<file path="src/rtl/program_counter.sv">
//-----------------------------------------------------------------------------
// program_counter
//   Program counter stage fed by the instruction decoder. Selects the next
//   instruction address from the decoder controls and registers it for
//   program memory. Tracks WAIT (hold) loops with a saturating counter and
//   flags branch-type updates with a one-cycle pulse.
//
//   Optional feature: define PC_RETURN_STACK_EN to build a STACK_DEPTH-entry
//   return-address LIFO for pcCall/pcReturn. Without it, pcCall acts as
//   pcBranchAbs, pcReturn acts as pcInc and stackErr is held at 0.
//
// Ports
//   clk          in   system clock, all state on rising edge
//   reset        in   synchronous active-high reset
//   pcInc        in   advance PC by 1
//   pcBranchAbs  in   load branchAddr
//   pcBranchRel  in   add sign-extended branchOffset to PC
//   branchAddr   in   absolute target / call target
//   branchOffset in   signed relative offset
//   pcCall       in   call: push PC+1, jump to branchAddr
//   pcReturn     in   return: pop stack into PC
//   stall        in   freeze PC, stack and hold tracking
//   pcOut        out  current PC (program memory address)
//   branchTaken  out  last update was non-sequential
//   holding      out  PC unchanged on the last non-stalled cycle(s)
//   holdCount    out  consecutive held cycles, saturating
//   stackErr     out  sticky stack overflow/underflow flag
//-----------------------------------------------------------------------------
module program_counter #(
    parameter int PC_WIDTH    = 6,
    parameter int OFF_WIDTH   = 6,
    parameter int HOLD_WIDTH  = 8,
    parameter int STACK_DEPTH = 4
) (
    input  logic                  clk,
    input  logic                  reset,
    input  logic                  pcInc,
    input  logic                  pcBranchAbs,
    input  logic                  pcBranchRel,
    input  logic [PC_WIDTH-1:0]   branchAddr,
    input  logic [OFF_WIDTH-1:0]  branchOffset,
    input  logic                  pcCall,
    input  logic                  pcReturn,
    input  logic                  stall,
    output logic [PC_WIDTH-1:0]   pcOut,
    output logic                  branchTaken,
    output logic                  holding,
    output logic [HOLD_WIDTH-1:0] holdCount,
    output logic                  stackErr
);

    localparam logic [HOLD_WIDTH-1:0] HOLD_MAX = {HOLD_WIDTH{1'b1}};

    logic [PC_WIDTH-1:0]   pc_r;
    logic                  branchTaken_r;
    logic                  holding_r;
    logic [HOLD_WIDTH-1:0] holdCount_r;
    logic                  stackErr_r;

    logic [PC_WIDTH-1:0]   nextPc_s;
    logic                  nextBranch_s;
    logic                  nextStackErr_s;
    logic [PC_WIDTH-1:0]   pcPlusOne_s;
    logic [PC_WIDTH-1:0]   offExt_s;

    assign pcPlusOne_s = pc_r + PC_WIDTH'(1);
    // Size cast of a signed operand sign-extends the offset to PC width.
    assign offExt_s    = PC_WIDTH'(signed'(branchOffset));

`ifdef PC_RETURN_STACK_EN
    localparam int SP_W = $clog2(STACK_DEPTH + 1);
    localparam logic [SP_W-1:0] SP_FULL = SP_W'(STACK_DEPTH);

    logic [PC_WIDTH-1:0] stack_r [STACK_DEPTH];
    logic [SP_W-1:0]     sp_r;        // number of valid entries
    logic [PC_WIDTH-1:0] top_s;
    logic                doPush_s;
    logic                doPop_s;

    // Top-of-stack read; entry sp-1 is the most recent push.
    always_comb begin
        top_s = {PC_WIDTH{1'b0}};
        for (int i = 0; i < STACK_DEPTH; i++) begin
            if (sp_r == SP_W'(i + 1)) begin
                top_s = stack_r[i];
            end else begin
                top_s = top_s;
            end
        end
    end
`endif

    // Next-PC selection in priority order: stall > return > call > abs > rel > inc > hold.
    always_comb begin
        nextPc_s       = pc_r;
        nextBranch_s   = 1'b0;
        nextStackErr_s = stackErr_r;
`ifdef PC_RETURN_STACK_EN
        doPush_s       = 1'b0;
        doPop_s        = 1'b0;
`endif
        if (stall) begin
            nextPc_s = pc_r;
        end else if (pcReturn) begin
`ifdef PC_RETURN_STACK_EN
            nextBranch_s = 1'b1;
            if (sp_r == {SP_W{1'b0}}) begin
                // Underflow: fall through to the next instruction.
                nextPc_s       = pcPlusOne_s;
                nextStackErr_s = 1'b1;
            end else begin
                nextPc_s = top_s;
                doPop_s  = 1'b1;
            end
`else
            nextPc_s = pcPlusOne_s;
`endif
        end else if (pcCall) begin
            nextPc_s     = branchAddr;
            nextBranch_s = 1'b1;
`ifdef PC_RETURN_STACK_EN
            if (sp_r == SP_FULL) begin
                // Overflow: jump anyway, return address is lost.
                nextStackErr_s = 1'b1;
            end else begin
                doPush_s = 1'b1;
            end
`endif
        end else if (pcBranchAbs) begin
            nextPc_s     = branchAddr;
            nextBranch_s = 1'b1;
        end else if (pcBranchRel) begin
            nextPc_s     = pc_r + offExt_s;
            nextBranch_s = 1'b1;
        end else if (pcInc) begin
            nextPc_s = pcPlusOne_s;
        end else begin
            nextPc_s = pc_r;
        end
    end

    // PC, branch pulse, sticky error and hold tracking registers.
    always_ff @(posedge clk) begin
        if (reset) begin
            pc_r          <= {PC_WIDTH{1'b0}};
            branchTaken_r <= 1'b0;
            holding_r     <= 1'b0;
            holdCount_r   <= {HOLD_WIDTH{1'b0}};
            stackErr_r    <= 1'b0;
        end else begin
            pc_r          <= nextPc_s;
            branchTaken_r <= nextBranch_s;
            stackErr_r    <= nextStackErr_s;
            if (stall) begin
                holding_r   <= holding_r;
                holdCount_r <= holdCount_r;
            end else if (nextPc_s == pc_r) begin
                // Any update that leaves the PC in place (incl. self-branches) is a hold.
                holding_r <= 1'b1;
                if (holdCount_r != HOLD_MAX) begin
                    holdCount_r <= holdCount_r + HOLD_WIDTH'(1);
                end else begin
                    holdCount_r <= holdCount_r;
                end
            end else begin
                holding_r   <= 1'b0;
                holdCount_r <= {HOLD_WIDTH{1'b0}};
            end
        end
    end

`ifdef PC_RETURN_STACK_EN
    // Return-address LIFO storage and pointer.
    always_ff @(posedge clk) begin
        if (reset) begin
            sp_r <= {SP_W{1'b0}};
            for (int i = 0; i < STACK_DEPTH; i++) begin
                stack_r[i] <= {PC_WIDTH{1'b0}};
            end
        end else if (doPush_s) begin
            for (int i = 0; i < STACK_DEPTH; i++) begin
                if (sp_r == SP_W'(i)) begin
                    stack_r[i] <= pcPlusOne_s;
                end else begin
                    stack_r[i] <= stack_r[i];
                end
            end
            sp_r <= sp_r + SP_W'(1);
        end else if (doPop_s) begin
            sp_r <= sp_r - SP_W'(1);
        end else begin
            sp_r <= sp_r;
        end
    end
`endif

    assign pcOut       = pc_r;
    assign branchTaken = branchTaken_r;
    assign holding     = holding_r;
    assign holdCount   = holdCount_r;
    assign stackErr    = stackErr_r;

endmodule

</file>
<file path="config.mk">
export PLATFORM = sky130hd
export DESIGN_NAME = program_counter
export DESIGN_NICKNAME = d
export VERILOG_FILES = /design/src/rtl/program_counter.sv
export SDC_FILE = /design/constraint.sdc
export NUM_CORES = 1
export LEC_CHECK = 0
export CORE_ASPECT_RATIO = 0.7
export CORE_UTILIZATION = 40
export CTS_CLUSTER_SIZE = 10
export DETAILED_ROUTE_END_ITERATION = 10
export GPL_ROUTABILITY_DRIVEN = 0
export HOLD_SLACK_MARGIN = 0.02
export PLACE_DENSITY = 0.69
export SYNTH_ARGS = -nofsm -noshare
export SYNTH_HDL_FRONTEND = slang
export SYNTH_SLANG_ARGS = --single-unit
export TNS_END_PERCENT = 100
</file>
<file path="constraint.sdc">
create_clock -name clk -period 2.7 [get_ports clk]
set_clock_uncertainty 0.1 [all_clocks]
set_input_delay 0.675 -clock clk [delete_from_list [all_inputs] [get_ports clk]]
set_output_delay 0.675 -clock clk [all_outputs]
set_load 0.1 [all_outputs]
</file>
==> impl_results.md <==
* Status: finished clean
* DR pass1 iterations at 4
* R2R Path Start: pcOut[0]$_SDFF_PP0_
* Clock Sinks at 16
* Critical Path RT at between 2000 and 3000 ps
* Hpwl dp at 3385 um
* Final core occ at a little over three fifths
* Hold_sp: holding$_SDFFE_PP0N_
* Tot Pwr at roughly 810 uW
* Largest area contributor in the netlist: dfxtp_1
* Final #Nets at between 200 and 300
* Slew Limit Fails at 0
* Hold depth at 2
* Final Hold Viols at 0
* Clock buffer depth at 2
* CTS tree: built
* Final Worst Setup Slack at 96.17 ps
* Predominant post-synthesis flop cell: dfxtp_1
* Drt wl/cell at roughly 14 um
* PwrDens at roughly 360 nW/um2
* Clock slew at reported path FFs at approximately 60 ps
* H-tree levels at 1
* Hold Crit Class: flop to flop
* Inserted Clock Buffers at 3
* Setup slack after placement at -684.8 ps
* Final period utilization at a little over nine tenths
* Critical path type: input port to flop
* Core area at about 3600 um2
* Final wirelength at roughly 4500 um
* Iter 0 DRT Violations at roughly 210
* DR vias/cell at 5.479
* CP arrival at roughly 2700 ps
* DIE AREA at about 4100 um2
* Die height at 54.09 um
* R2R setup slack at around 230 ps
* Rows at 18
* Worst R2R End: holdCount[1]$_SDFFE_PP0P_
* Crit. End Element: flop
* Synthesized Nets at between 200 and 250
* Synth top area cells: dfxtp_1 21%, nor2_1 7.3%, a21oi_1 6.5%, nand2_1 5.8%, ha_1 5.6%
* Async set-or-reset flop fraction in the synthesized netlist at 0%
* Hold_buf cts at 0
* Post-synth EDFFs at 0
* DRC Markers at 0
* Crit-path max FO at 8
* Max Clock Freq at roughly 380 MHz
* Via count at around 1700
* Initial cell density of the core at between 40 and 50%
* Synth cell types at 52
* Max-cap violations at 0
* # IOs at 37
* Cell count of the worst reg-to-reg path at 8
* Pin count of the biggest net entering global routing at 18
* First-pass GRT wire length at about 7400 um
* Sequential share of the synthesized area at 20.66%
* Hold slack at 384.1 ps
* Flops & latches, synth at 16
* Cells after Synth at 212
* Setup TNS at 0 ps
* Max IR drop VDD at ~0.42 mV
* Final setup viols at 0
* RSZ-0062 raised after global routing: true
* Width of the die at about 76 um
* Area Growth Syn to Fin at 45.68%
* Root Buffer Master: clkbuf_8
* Startpoint Class: input port
* Vias in the first global route at 1480
* Synthesis warning total at 0
* Syn_area_per_cell at around 7.3 um2
* Synth top area share at approximately 21%
* Ant diodes at 0
* P_leak at a little over 0.0009 uW
* GRT Total Usage at a little under a quarter
* Detail Route Antenna Nets at 0
* I/O Buffers at 35
* Cell Area, Synth at 1550 um2
* Layout cell share with drive strength beyond 1 at between 30% and 40%
* Clock latency on the worst-skew pair at 250 ps
* Gr ovfl total at 0
* Initial antenna violation count at 0
* Tmin final at 2604 ps
* Worst Hold Path EP: holding$_SDFFE_PP0N_
[logic make-up (layout without fill, tap and decap cells)]
| logic type | after synthesis | in the layout | share of synthesized area, % |
|---|---|---|---|
| other | 1 | 1 | 0.2419 |
| AO/OA/AOI/OAI | 54 | 54 | 25.18 |
| adder cells (fa/ha/maj) | 8 | 8 | 6.941 |
| multiplexers | 4 | 4 | 2.986 |
| XOR/XNOR | 17 | 17 | 9.604 |
| AND/OR/NAND/NOR | 92 | 92 | 28.57 |
| flip-flops | 16 | 16 | 20.66 |
| buffers and inverters | 20 | 71 | 5.811 |
[cell usage in the layout, fill, tap and decap left out, types with 3 or more instances in the layout]
| master | instances |
|---|---|
| a21oi_1 | 19 |
| nor3_1 | 4 |
| xnor2_1 | 10 |
| nor2_1 | 30 |
| dfxtp_2 | 4 |
| dlymetal6s2s_1 | 4 |
| and3_1 | 4 |
| o211ai_1 | 4 |
| nand2_1 | 24 |
| xor2_1 | 6 |
| nand3_1 | 10 |
| o21ai_0 | 3 |
| inv_1 | 4 |
| nand4_1 | 4 |
| nand2b_1 | 4 |
| clkdlybuf4s50_1 | 12 |
| ha_4 | 4 |
| dfxtp_1 | 11 |
| buf_4 | 42 |
| clkbuf_8 | 3 |
| ha_1 | 3 |
| o21ai_1 | 4 |
[area by class of cell]
class	count	area, um2
Fill cell	327	1345
Multi-Input combinational cell	176	1269
Timing Repair Buffer	62	534.3
Sequential cell	16	329.1
Tap cell	50	62.56
Clock buffer	4	45.04
Inverter	5	18.77
[per-stage QoR]
stage                     instance area (um2)  instances
after floorplan                          1577        212
final                                    2258        313
after global routing                     2258        313
after detailed placement                 2071        306
after CTS                                2192        311
after global placement                   2071        306
[state kept, by name, summed over array words and instances, names as in the netlist]
signal	cells
holding	1
branchTaken	1
holdCount	8
pcOut	6
[report_power, final]
part | switching [uW] | internal (uW)
Sequential | 19.5 | 246
Clock | 78.3 | 104
Combinational | 204 | 153
Total | 302 | 503
[critical path: stages]
cell and delay (ps):
clkdlybuf4s50_1 450, ha_4 300, a21o_1 100, and2_1 140, o21ai_2 70, o2111a_2 190
a2111oi_4 440, a21oi_4 160, nor3b_2 160
[layer usage]
layer	wire length, um	GRT usage [%]	vias to the layer above
met5	0	0	-
met4	25	2.244	0
met3	280	4.915	2
met2	1976	37.24	52
met1	2179	33.23	805
li1	-	-	856
[cells in the mapped netlist (all sizes together) (2+ instances only)]
cell type,n
a211oi,4
a21oi,21
a311oi,2
a31oi,2
and3,4
buf,12
clkbuf,3
dfxtp,16
ha,7
inv,5
mux2,2
mux2i,2
nand2,24
nand2b,4
nand3,10
nand4,4
nor2,30
nor3,4
nor3b,2
nor4b,2
o211ai,4
o21ai,9
o31ai,2
or2,3
xnor2,10
xor2,7
[timing repair]
item                       CTS  global route
gates resized for setup     20            12
buffers inserted             1             2
cloned                       0             0
pin swaps                   10            14
setup endpoints to repair   11            10
[how the worst max path moves through the flow]
stage,from,slack [ps],depth (start not counted),endpoint
after CTS,branchOffset[2],0.9,9,holdCount[1]$_SDFFE_PP0P_
final,branchOffset[4],100,9,holdCount[1]$_SDFFE_PP0P_
after detailed placement,branchOffset[0],-680,10,holdCount[1]$_SDFFE_PP0P_
after global placement,branchOffset[0],-600,9,holdCount[1]$_SDFFE_PP0P_
after global routing,branchOffset[4],-20,9,holdCount[1]$_SDFFE_PP0P_
after floorplan,branchOffset[0],-9,8,holdCount[1]$_SDFFE_PP0P_
Note: power is estimated with default switching activity, not from simulation.
